## config.mk

```make
export PLATFORM = sky130hd
export DESIGN_NAME = fetch_sequencer_flat
export DESIGN_NICKNAME = d
export VERILOG_FILES = /design/src/rtl/mips_fetch_pkg.sv /design/src/rtl/fetch_sequencer_if.sv /design/src/rtl/fetch_dbg_arbiter.sv /design/src/rtl/fetch_sequencer.sv /design/src/flat_wrapper.sv
export SDC_FILE = /design/constraint.sdc
export NUM_CORES = 1
export LEC_CHECK = 0
export ABC_AREA = 1
export CAP_MARGIN = 20
export CORE_MARGIN = 5
export CORE_UTILIZATION = 25
export DETAILED_ROUTE_END_ITERATION = 10
export GPL_TIMING_DRIVEN = 0
export PLACE_DENSITY_LB_ADDON = 0.3
export RECOVER_POWER = 25
export SLEW_MARGIN = 20
export SYNTH_ARGS = -nofsm -noshare
export SYNTH_HDL_FRONTEND = slang
export SYNTH_SLANG_ARGS = --single-unit
```

## constraint.sdc

```tcl
create_clock -name clk -period 4.25 [get_ports clk]
set_input_delay 0.425 -clock clk [delete_from_list [all_inputs] [get_ports clk]]
set_output_delay 0.425 -clock clk [all_outputs]
set_load 0.005 [all_outputs]
```

## src/rtl/mips_fetch_pkg.sv

```systemverilog
// Shared definitions for the MIPS fetch sequencer: FSM encoding, PC step and reset vector.
package mips_fetch_pkg;

    typedef enum logic {
        FETCH = 1'b0,
        DBG   = 1'b1
    } fetch_state_e;

    localparam int          PC_INCR      = 4;
    localparam logic [31:0] PC_RESET_VEC = 32'h0040_0000;

endpackage

```

## src/rtl/fetch_sequencer_if.sv

```systemverilog
// ROM read port and debug read requester bundle shared by the fetch sequencer and its environment.
interface fetch_sequencer_if #(
    parameter int DATA_WIDTH = 32
) ();

    // Debug handshake: the requester raises dbg_req_i with dbg_addr_i stable and holds both
    // until dbg_ack_o; the ack is a one-cycle pulse with dbg_data_o valid in that same cycle.
    // A request still high in the cycle after the ack is treated as a new request.
    logic                  dbg_req_i;
    logic [DATA_WIDTH-1:0] dbg_addr_i;
    logic                  dbg_ack_o;
    logic [DATA_WIDTH-1:0] dbg_data_o;

    // Asynchronous ROM: rom_instruction_i follows rom_address_o within the same cycle.
    logic [DATA_WIDTH-1:0] rom_address_o;
    logic [DATA_WIDTH-1:0] rom_instruction_i;

    modport slave (
        input  dbg_req_i,
        input  dbg_addr_i,
        input  rom_instruction_i,
        output dbg_ack_o,
        output dbg_data_o,
        output rom_address_o
    );

    modport master (
        output dbg_req_i,
        output dbg_addr_i,
        output rom_instruction_i,
        input  dbg_ack_o,
        input  dbg_data_o,
        input  rom_address_o
    );

endinterface

```

## src/rtl/fetch_dbg_arbiter.sv

```systemverilog
// Bounded-wait arbiter deciding when a pending debug read may steal the ROM port from fetch.
module fetch_dbg_arbiter
    import mips_fetch_pkg::*;
#(
    parameter int DBG_WAIT_MAX = 4
) (
    input  logic clk,
    input  logic reset,
    input  logic in_fetch,
    input  logic dbg_req,
    input  logic redirect,
    input  logic stall,
    input  logic instr_valid,
    output logic grant
);

    localparam logic [3:0] WAIT_MAX = 4'(DBG_WAIT_MAX);

    logic [3:0] wait_cnt;

    // Debug gets the port for free when fetch is idle (stalled or holding a bubble),
    // otherwise only after it has waited DBG_WAIT_MAX fetch cycles.
    assign grant = in_fetch && dbg_req && !redirect &&
                   (stall || (wait_cnt == WAIT_MAX) || !instr_valid);

    always_ff @(posedge clk) begin
        if (reset) begin
            wait_cnt <= '0;
        end else if (!in_fetch || !dbg_req || grant) begin
            wait_cnt <= '0;
        end else if (wait_cnt != WAIT_MAX) begin
            wait_cnt <= wait_cnt + 4'd1;
        end
    end

endmodule

```

## src/rtl/fetch_sequencer.sv

```systemverilog
// IF stage: PC, ROM sequencing, IF register, stall/redirect and debug read time-sharing.
// Optional misaligned-address fault flag is built when FETCH_ALIGN_CHECK_EN is defined.
module fetch_sequencer
    import mips_fetch_pkg::*;
#(
    parameter int                    DATA_WIDTH   = 32,
    parameter logic [DATA_WIDTH-1:0] PC_RESET     = DATA_WIDTH'(PC_RESET_VEC),
    parameter int                    DBG_WAIT_MAX = 4
) (
    input  logic                  clk,
    input  logic                  reset,
    input  logic                  stall_i,
    input  logic                  redirect_i,
    input  logic [DATA_WIDTH-1:0] redirect_addr_i,
    fetch_sequencer_if.slave      bus,
    output logic [DATA_WIDTH-1:0] pc_o,
    output logic [DATA_WIDTH-1:0] instr_o,
    output logic [DATA_WIDTH-1:0] instr_pc_o,
    output logic                  instr_valid_o,
    output fetch_state_e          state_o
`ifdef FETCH_ALIGN_CHECK_EN
    ,
    output logic                  fetch_fault_o
`endif
);

    fetch_state_e          state_q, state_d;
    logic                  grant;
    logic                  dbg_ack_q;
    logic [DATA_WIDTH-1:0] dbg_data_q;
    logic [DATA_WIDTH-1:0] redirect_target;

    assign state_o           = state_q;
    assign bus.dbg_ack_o     = dbg_ack_q;
    assign bus.dbg_data_o    = dbg_data_q;
    assign bus.rom_address_o = (state_q == DBG) ? bus.dbg_addr_i : pc_o;

    fetch_dbg_arbiter #(
        .DBG_WAIT_MAX(DBG_WAIT_MAX)
    ) u_arbiter (
        .clk        (clk),
        .reset      (reset),
        .in_fetch   (state_q == FETCH),
        .dbg_req    (bus.dbg_req_i),
        .redirect   (redirect_i),
        .stall      (stall_i),
        .instr_valid(instr_valid_o),
        .grant      (grant)
    );

`ifdef FETCH_ALIGN_CHECK_EN
    assign redirect_target = {redirect_addr_i[DATA_WIDTH-1:2], 2'b00};

    always_ff @(posedge clk) begin
        if (reset) begin
            fetch_fault_o <= 1'b0;
        end else if ((redirect_i && (redirect_addr_i[1:0] != 2'b00)) ||
                     (grant && (bus.dbg_addr_i[1:0] != 2'b00))) begin
            fetch_fault_o <= 1'b1;
        end
    end
`else
    assign redirect_target = redirect_addr_i;
`endif

    always_ff @(posedge clk) begin
        if (reset) begin
            state_q <= FETCH;
        end else begin
            state_q <= state_d;
        end
    end

    always_comb begin
        state_d = state_q;
        if (redirect_i) begin
            state_d = FETCH;
        end else if (state_q == DBG) begin
            state_d = FETCH;
        end else if (grant) begin
            state_d = DBG;
        end
    end

    always_ff @(posedge clk) begin
        if (reset) begin
            pc_o          <= PC_RESET;
            instr_o       <= '0;
            instr_pc_o    <= '0;
            instr_valid_o <= 1'b0;
            dbg_ack_q     <= 1'b0;
            dbg_data_q    <= '0;
        end else begin
            dbg_ack_q <= 1'b0;
            // A debug cycle always delivers its data, even if a redirect lands on the same edge.
            if (state_q == DBG) begin
                dbg_data_q <= bus.rom_instruction_i;
                dbg_ack_q  <= 1'b1;
            end

            if (redirect_i) begin
                pc_o          <= redirect_target;
                instr_valid_o <= 1'b0;
            end else if (state_q == DBG) begin
                if (!stall_i) begin
                    instr_valid_o <= 1'b0;
                end
            end else if (!stall_i && !grant) begin
                instr_o       <= bus.rom_instruction_i;
                instr_pc_o    <= pc_o;
                instr_valid_o <= 1'b1;
                pc_o          <= pc_o + DATA_WIDTH'(PC_INCR);
            end
        end
    end

endmodule

```

## src/flat_wrapper.sv

```systemverilog
// flat-port wrapper written by rule: the top's interface ports become plain ports
module fetch_sequencer_flat import mips_fetch_pkg::*;
#(
    parameter int                    DATA_WIDTH   = 32,
    parameter logic [DATA_WIDTH-1:0] PC_RESET     = DATA_WIDTH'(PC_RESET_VEC),
    parameter int                    DBG_WAIT_MAX = 4
)
  (clk, reset, stall_i, redirect_i, redirect_addr_i, pc_o, instr_o, instr_pc_o, instr_valid_o, state_o, bus_dbg_req_i, bus_dbg_addr_i, bus_rom_instruction_i, bus_dbg_ack_o, bus_dbg_data_o, bus_rom_address_o);
  fetch_sequencer_if #(.DATA_WIDTH(DATA_WIDTH)) bus_i ();
  input  logic clk;
  input  logic reset;
  input  logic stall_i;
  input  logic redirect_i;
  input  logic [DATA_WIDTH-1:0] redirect_addr_i;
  output logic [DATA_WIDTH-1:0] pc_o;
  output logic [DATA_WIDTH-1:0] instr_o;
  output logic [DATA_WIDTH-1:0] instr_pc_o;
  output logic instr_valid_o;
  output fetch_state_e state_o;
  input wire logic [$bits(bus_i.dbg_req_i)-1:0] bus_dbg_req_i;
  input wire logic [$bits(bus_i.dbg_addr_i)-1:0] bus_dbg_addr_i;
  input wire logic [$bits(bus_i.rom_instruction_i)-1:0] bus_rom_instruction_i;
  output wire logic [$bits(bus_i.dbg_ack_o)-1:0] bus_dbg_ack_o;
  output wire logic [$bits(bus_i.dbg_data_o)-1:0] bus_dbg_data_o;
  output wire logic [$bits(bus_i.rom_address_o)-1:0] bus_rom_address_o;
  assign bus_i.dbg_req_i = bus_dbg_req_i;
  assign bus_i.dbg_addr_i = bus_dbg_addr_i;
  assign bus_i.rom_instruction_i = bus_rom_instruction_i;
  assign bus_dbg_ack_o = bus_i.dbg_ack_o;
  assign bus_dbg_data_o = bus_i.dbg_data_o;
  assign bus_rom_address_o = bus_i.rom_address_o;
  fetch_sequencer #(.DATA_WIDTH(DATA_WIDTH), .PC_RESET(PC_RESET), .DBG_WAIT_MAX(DBG_WAIT_MAX)) u_core (.clk(clk), .reset(reset), .stall_i(stall_i), .redirect_i(redirect_i), .redirect_addr_i(redirect_addr_i), .bus(bus_i), .pc_o(pc_o), .instr_o(instr_o), .instr_pc_o(instr_pc_o), .instr_valid_o(instr_valid_o), .state_o(state_o));
endmodule
```

Word level (Yosys, flattened, before mapping) --
Cells that the tools add are included.
Storage, ports and cells: register bits 135, bits of input ports 101, output and inout port bits 163, logic and storage cells 46
Operators by class: $add $sub $neg 2, equal/unequal tests 4, multiplexer cells 9, bitwise operators 2, reductions and logical operators 21
Operators by type and width (count):
- 2-to-1 mux 32 bit | 4
- adder 32 x 3 -> 32 bit (second input constant) | 1
- zero test 1 bit | 5
- 2-to-1 mux 1 bit | 5
- adder 4 x 1 -> 4 bit (second input constant) | 1
- equality test 4 x 3 -> 1 bit (second input constant) | 1
- logical AND 1 bit | 4
- logical OR 1 bit | 4
- != test 2 bit (second input constant) | 2
- != test 4 x 3 -> 1 bit (second input constant) | 1
- AND reduction 2 bit | 2
- nonzero test 2 bit | 2
- OR reduction 2 bit | 2
- AND reduction 3 bit | 1
- OR reduction 3 bit | 1
- inverter 1 bit | 2

Longest topological paths before layout --
Gate-level depths: netlist (run 1).
depth in word-level cells 9, gate-level depth with buffers 12, mapped depth without buffers 12

Cells and area by module --
A second synthesis (run 1) with hierarchy kept.
Unflattened totals: cells, all modules 900, area, all modules 6194.7 sq um
By module, submodules not included:
- fetch_sequencer | times used 1, cells an instance 860, area each 5931.9 sq um, sequential area each 2622.5 sq um
- fetch_dbg_arbiter | times used 1, cells an instance 40, area each 262.8 sq um, sequential area each 80.1 sq um

Least setup slack after synthesis (run 1) --
Ideal clock, no wire load.
path type reg-to-reg, start point register u_core.pc_o[3], end point register u_core.pc_o[18], library setup time 0.115 ns, arrival time 1.455 ns, required time 4.135 ns, setup slack 2.680 ns, stages on the path, launching flop included 11, buffers on the path 0, clock period less this slack 1.570 ns, cells stage by stage dfxtp_1 ha_1 nand2_1 nor2_2 nand2_4 nor2_8 nand2_2 nor2_2 nand2_1 a21oi_1 nor2_1
On the way: word-level cells in the longest chain between the ends 4
RTL lines:
- start, declared | line fetch_sequencer.sv:16 | output logic [DATA_WIDTH-1:0] pc_o,
- start signal, assigned | line fetch_sequencer.sv:102 | pc_o <= redirect_target;
- start signal, assigned | line fetch_sequencer.sv:112 | pc_o <= pc_o + DATA_WIDTH'(PC_INCR);
- adder 32 x 3 -> 32 bit | line fetch_sequencer.sv:112
- 2-to-1 mux 32 bit | line fetch_sequencer.sv:108 | end else if (!stall_i && !grant) begin
- 2-to-1 mux 32 bit | line fetch_sequencer.sv:104 | end else if (state_q == DBG) begin
- 2-to-1 mux 32 bit | line fetch_sequencer.sv:101 | if (redirect_i) begin
Every way passes these cells. The select of a mux whose other input is x is not followed. A chain may end at the register's enable or synchronous reset.

Worst setup path in the final report (run 1) --
start point register u_core.state_q, in the netlist u_core.state_o, end point output bus_rom_address_o[8]
On the way: word-level cells in the longest chain between the ends 1
RTL lines:
- start, declared | line fetch_sequencer.sv:27 | fetch_state_e state_q, state_d;
- start signal, assigned | line fetch_sequencer.sv:70 | state_q <= state_d;
- 2-to-1 mux 32 bit | line fetch_sequencer.sv:36 | assign bus.rom_address_o = (state_q == DBG) ? bus.dbg_addr_i : pc_o;
- end, declared | line flat_wrapper.sv:25 | output wire logic [$bits(bus_i.rom_address_o)-1:0] bus_rom_address_o;
Every way passes these cells.

==> flow_metrics.py, run 1 <==
metrics = {
    "power_and_ir_drop": {
        "finalPower_uw": 3498,
        "powerDensity_mw_per_mm2": 359.3,
        "vdd_drop_max_mv": 0.2336,
        "power.switching_uw": 979.7,
        "clkPwrFrac_pct": 44.1,
        "leakage_uw": 0.003820,
        "switching_share_pct": 28.01,
        "p_comb_share_pct": 16.2,
        "intPower_uw": 2518,
        "seq_power_share_pct": 39.7,
    },
    "sta": {
        "max_slew_margin_pct": 44.59,
        "timing.fmax_mhz": 305.4,
        "rsz0062_at_grt": "false",
        "setup_ws_ps": 975.9,
        "hold_violations": 0,
        "finalClockSkew_ps": 16.75,
        "period_needed_ps": 3274,
        "finalSetupViolCount": 0,
        "fin_crit_sh_pct": 77.04,
        "drv_slew": 0,
        "tns_ps": 0,
        "tightest_slew_ps": 831.1,
    },
    "clocking": {
        "clkLatencyLatePin_ps": 430,
        "numClockSinks": 135,
        "post_cts_buffers": 0,
        "cts_root_buffer": "clkbuf_16",
        "cts_htree_levels": 4,
        "cts_buffer_depth": 2,
        "cts_inserted_buffers": 17,
        "path_clk_slew_ps": 60,
        "cts_tree": "yes",
        "cts.repair.resized": 0,
        "postCtsHoldBufs": 0,
    },
    "worst_hold_path": {
        "hold_end": "u_core.instr_pc_o[28]$_SDFFE_PP0P_",
        "hold_depth": 2,
        "hold_path_class": "flop to flop",
        "hp-start": "u_core.instr_pc_o[28]$_SDFFE_PP0P_",
    },
    "placement": {
        "place_hpwl_um": 20760,
        "place_ws_ps": 1642,
        "gp_routability_congestion": 0.8859,
        "portBuffers": 262,
    },
    "grt": {
        "grt.overflow.total": 0,
        "grt_antenna_before_repair": 4,
        "grt_pass1_vias": 6990,
        "track_usage_pct": 19.12,
        "grt_max_degree": 17,
        "grt_pass1_wl_um": 41280,
    },
    "worst_setup_path": {
        "startpoint_type": "flop",
        "crit_arrival_ps": 2850,
        "end_kind": "output port",
        "cp_top_family": "buffers and inverters",
        "r2r_cells": 10,
        "worstPathMaxFanout": 10,
        "r2r_slack_ps": 2150,
        "worst_path_max_delay_cell": "clkbuf_1",
        "path_buf_inv": 3,
        "path_cells": "clkbuf_1, clkbuf_1, nand2_1, nand2_1, clkdlybuf4s50_1",
        "cpPeakStageDelay_ps": 670,
        "required_ps": 3830,
        "cp-startpoint": "u_core.state_o$_SDFF_PP0_",
        "cp.depth": 5,
        "rr_startpoint": "u_core.u_arbiter.wait_cnt[0]$_SDFFE_PP0N_",
        "path_class": "flop to output port",
        "reg2reg_to": "u_core.instr_o[30]$_SDFFE_PP0P_",
    },
    "detailed_routing": {
        "vias": 6938,
        "antenna_left": 0,
        "wl_per_cell_um": 18.02,
        "drcViolationCount": 0,
        "detail_route.vias_per_cell": 4.592,
        "drtIter0Drc": 366,
        "drt-total-wl_um": 27230,
        "first_pass_iters": 4,
    },
    "synthesis": {
        "async_flop_share_pct": 0,
        "synth.top_cell.area_share_pct": 44.17,
        "netlist-cell-type-count": 33,
        "synth_top_area_cell": "dfxtp_1",
        "ys_seq_area_share_pct": 44.17,
        "synth_top_flop_cell": "dfxtp_1",
        "synth_area_per_cell_um2": 6.867,
        "synth_edf_count": 0,
        "synth-seq-cells": 135,
        "syn_nets": 995,
        "yosysWarnings": 0,
        "synthCells": 891,
        "synthTopCellsByArea": "dfxtp_1 44%, nand2_1 15%, nor2_1 8.8%",
        "synthesis.area_mm2": 0.006118,
    },
    "outcome": {
        "status": "finished, final reports clean",
    },
    "die": {
        "num_rows": 57,
        "initial_core_util_pct": 25.31,
        "die_y_um": 166.4,
        "die_w_um": 166.4,
        "dieArea_mm2": 0.02770,
        "coreArea_mm2": 0.02418,
        "io_pins": 264,
    },
    "run": {
        "cap_violations": 0,
    },
    "final_layout": {
        "layout-drive-gt1-share_pct": 5.907,
        "area_growth_pct": 59.14,
        "final_nets": 1276,
    },
}
## layout make-up
type                    instances  area, um2
diodes                          2      5.005
plain buffers                  50      245.2
clock buffers                  18      429.2
clock inverters                14      162.7
fillers                      2523      14440
inverters                      47      177.7
multi-input cells             659       2987
flip-flops and latches        135       2703
well taps                     324      405.4
repair buffers                262       2623
## cells in the mapped netlist (3+ instances only)
cell type	count
o21ai_0	106
nand2_1	245
inv_1	42
clkbuf_1	28
nor2_1	143
nand4_1	6
xor2_1	9
a21oi_1	92
ha_1	3
nor2_2	5
nand2_4	4
dfxtp_1	135
a22oi_1	4
a211oi_1	3
inv_2	3
buf_6	5
nand3_1	21
nand2_2	3
buf_2	13
## worst max-delay path by stage
stage,slack [ps],end
after global placement,1680,bus_rom_address_o[8]
after detailed placement,1640,bus_rom_address_o[8]
after floorplan,2680,u_core.pc_o[18]$_SDFFE_PP0P_
after CTS,1180,bus_rom_address_o[8]
final,980,bus_rom_address_o[8]
after global routing,860,bus_rom_address_o[8]
## kinds of logic (layout without fill, tap and decap cells)
group	after synthesis	in the layout	share of synthesized area, %
and+or+nand+nor	435	435	29.16
AOI/OAI and AO/OA	210	210	17.55
buffers and inverters	97	391	6.932
DFF	135	135	44.17
adders and majority gates	3	3	0.6136
other	0	2	0
xor gates and xnor gates	11	11	1.575
## routing by layer
layer	up-vias	part of all wire [%]	global-route usage, %
met5	-	0.12	0
met4	4	2.7	6.581
met3	41	8.3	6.803
met2	261	46	31.60
met1	3190	43	23.17
li1	3442	-	-
## state kept, by name, summed over array words and instances (netlist names)
signal and cells:
u_core.bus.dbg_ack_o 1, u_core.bus.dbg_data_o 32, u_core.instr_o 32, u_core.instr_pc_o 32
u_core.instr_valid_o 1, u_core.pc_o 32, u_core.state_o 1, u_core.u_arbiter.wait_cnt 4
## through the flow
step | instance area (um2) | hold WS, ps | cells | utilization, %
final | 9737 | 463.1 | 1511 | 40.27
after global routing | 9737 | 485.7 | 1511 | 40.27
after CTS | 9738 | 464.5 | 1509 | 40.28
after detailed placement | 9146 | 454.5 | 1477 | 37.83
after global placement | 9146 | 450.5 | 1477 | 37.83
after floorplan | 6118 | 454.2 | 891 | -
## cells in the final DEF, fill, tap and decap left out, drive strengths merged
cell type and n:
nand2 252, clkdlybuf4s50 224, nor2 151, dfxtp 135, o21ai 108, a21oi 92, inv 53, clkbuf 48
dlygate4sd3 38, nand3 24, buf 20, xor2 9, nand4 6, clkinv 5, a22oi 4, a211oi 3
ha 3, diode 2, nor3 2, a31oi 2, xnor2 2, bufinv 2, o31ai 1, clkinvlp 1
## worst register-to-register path: stages (launching register included)
cell     delay, ps
dfxtp_1        360
inv_1           80
ha_1           240
nand3_1        170
nand2_2         90
nand2_4        100
nand3_4        180
inv_2          240
buf_2          350
nand2_1         90
a21oi_1        130
## power groups by stage
stage          registers, uW  logic, uW  clock network (uW)
6_report                1390        567                1540
4_1_cts                 1390        584                1570
2_1_floorplan           1410        199                   0
5_1_grt                 1400        622                1620
3_3_place_gp            1420        578                   0
3_5_place_dp            1420        581                   0
No activity file was read; power rests on OpenSTA's default activity.
==> inputs of run 2 (changes only) <==
Clock period 4.25 ns to 3.31 ns, I/O delays scaled along.
==> flow_metrics.py, run 2 (synthesis results as in run 1) <==
metrics = {
    "clocking": {
        "numClockSinks": 135,
        "cts_buffer_depth": 2,
        "cts_htree_levels": 4,
        "cts_inserted_buffers": 17,
        "cts_tree": "yes",
        "path_clk_slew_ps": 60,
        "postCtsHoldBufs": 0,
        "clkLatencyLatePin_ps": 430,
        "post_cts_buffers": 0,
        "cts_root_buffer": "clkbuf_16",
        "cts.repair.resized": 0,
    },
    "detailed_routing": {
        "antenna_left": 0,
        "first_pass_iters": 4,
        "drt-total-wl_um": 27230,
        "vias": 6938,
        "drcViolationCount": 0,
        "drtIter0Drc": 366,
        "detail_route.vias_per_cell": 4.592,
        "wl_per_cell_um": 18.02,
    },
    "sta": {
        "drv_slew": 0,
        "tightest_slew_ps": 831.2,
        "max_slew_margin_pct": 44.58,
        "finalClockSkew_ps": 16.75,
        "hold_violations": 0,
        "fin_crit_sh_pct": 87.65,
        "rsz0062_at_grt": "false",
        "tns_ps": 0,
        "setup_ws_ps": 408.8,
        "finalSetupViolCount": 0,
        "period_needed_ps": 2901,
        "timing.fmax_mhz": 344.7,
    },
    "final_layout": {
        "fin_area_mm2": 0.009738,
        "n_fill_cell": 2522,
        "layout_common_cells": "245 x nand2_1, 224 x clkdlybuf4s50_1, 143 x nor2_1",
        "final_nets": 1276,
        "fin_cells": 1511,
        "area_growth_pct": 59.16,
        "layout-drive-gt1-share_pct": 5.992,
        "layout_commonest_cell": "nand2_1",
    },
    "grt": {
        "grt_antenna_before_repair": 4,
        "grt.overflow.total": 0,
        "grt_pass1_vias": 6990,
        "grt_max_degree": 17,
        "grt_pass1_wl_um": 41280,
        "track_usage_pct": 19.12,
    },
    "worst_setup_path": {
        "startpoint_type": "flop",
        "worst_path_max_delay_cell": "clkbuf_1",
        "end_kind": "output port",
        "crit_arrival_ps": 2570,
        "cpPeakStageDelay_ps": 650,
        "path_cells": "buf_2, clkbuf_1, nand2_1, nand2_1, clkdlybuf4s50_1",
        "worstPathMaxFanout": 10,
        "required_ps": 2980,
        "path_buf_inv": 3,
        "path_class": "flop to output port",
        "cp_common_cell": "nand2_1",
        "cp_top_family": "buffers and inverters",
    },
    "outcome": {
        "status": "finished, final reports clean",
    },
    "placement": {
        "place_ws_ps": 796.3,
        "place_inst": 1477,
        "gp_routability_congestion": 0.8859,
        "portBuffers": 262,
        "dpl-instance-area_mm2": 0.009146,
        "place_hpwl_um": 20760,
    },
    "die": {
        "die_y_um": 166.4,
        "num_rows": 57,
        "io_pins": 264,
        "initial_core_util_pct": 25.31,
        "dieArea_mm2": 0.02770,
        "coreArea_mm2": 0.02418,
        "die_w_um": 166.4,
    },
    "power_and_ir_drop": {
        "powerDensity_mw_per_mm2": 461.2,
        "leakage_uw": 0.003824,
        "vdd_drop_max_mv": 0.2999,
    },
    "worst_hold_path": {
        "hold_path_class": "flop to flop",
    },
    "run": {
        "cap_violations": 0,
    },
}
run 2: cell types whose count changed in the layout (fill, tap and decap cells not counted):
cell      delta
buf_2        +1
clkbuf_1     -1
run 2: area by class of cell:
cell class	instances	area, um2	area share, %
Antenna cell	2	5.005	0.05139
Buffer	50	246.5	2.531
Clock buffer	18	429.2	4.407
Clock inverter	14	162.7	1.670
Inverter	47	177.7	1.824
Multi-Input combinational cell	659	2987	30.67
Sequential cell	135	2703	27.75
Tap cell	324	405.4	4.163
Timing Repair Buffer	262	2623	26.93
run 2: worst paths after layout:
check                                                               start  slack (ps)  cells past startpoint                                  to
worst min-delay path                   u_core.instr_pc_o[28]$_SDFFE_PP0P_         460                      2  u_core.instr_pc_o[28]$_SDFFE_PP0P_
worst min register to register         u_core.instr_pc_o[28]$_SDFFE_PP0P_         460                      2  u_core.instr_pc_o[28]$_SDFFE_PP0P_
worst max register to register  u_core.u_arbiter.wait_cnt[0]$_SDFFE_PP0N_        1210                     10     u_core.instr_o[30]$_SDFFE_PP0P_
worst max-delay path                            u_core.state_o$_SDFF_PP0_         410                      5                bus_rom_address_o[8]
run 2: power by group:
| group | switching, uW | internal (uW) | total (uW) |
|---|---|---|---|
| Combinational | 342 | 386 | 728 |
| Clock | 845 | 1130 | 1980 |
| Sequential | 71.1 | 1710 | 1780 |
run 2: metal layers:
metal  share of wire, %  GRT usage [%]  routed length, um
met1                 43          23.17              11760
met2                 46          31.60              12430
met3                8.3          6.803               2252
met4                2.7          6.581                741
met5               0.12              0                 34
run 2: tightest hold or removal path, delay by kind of cell, from the launching register on:
family,cells,cell delay [ps]
buffers and inverters,1,50
AO/OA/AOI/OAI,1,60
flip-flops,1,310
run 2: through the flow:
| step | hold slack [ps] | util [%] | power (uW) |
|---|---|---|---|
| floorplan | 454.2 | - | 2068 |
| global placement | 450.5 | 37.83 | 2561 |
| detailed placement | 454.5 | 37.83 | 2567 |
| CTS | 464.5 | 40.28 | 4552 |
| global route | 485.7 | 40.28 | 4680 |
| finish | 463.1 | 40.28 | 4491 |
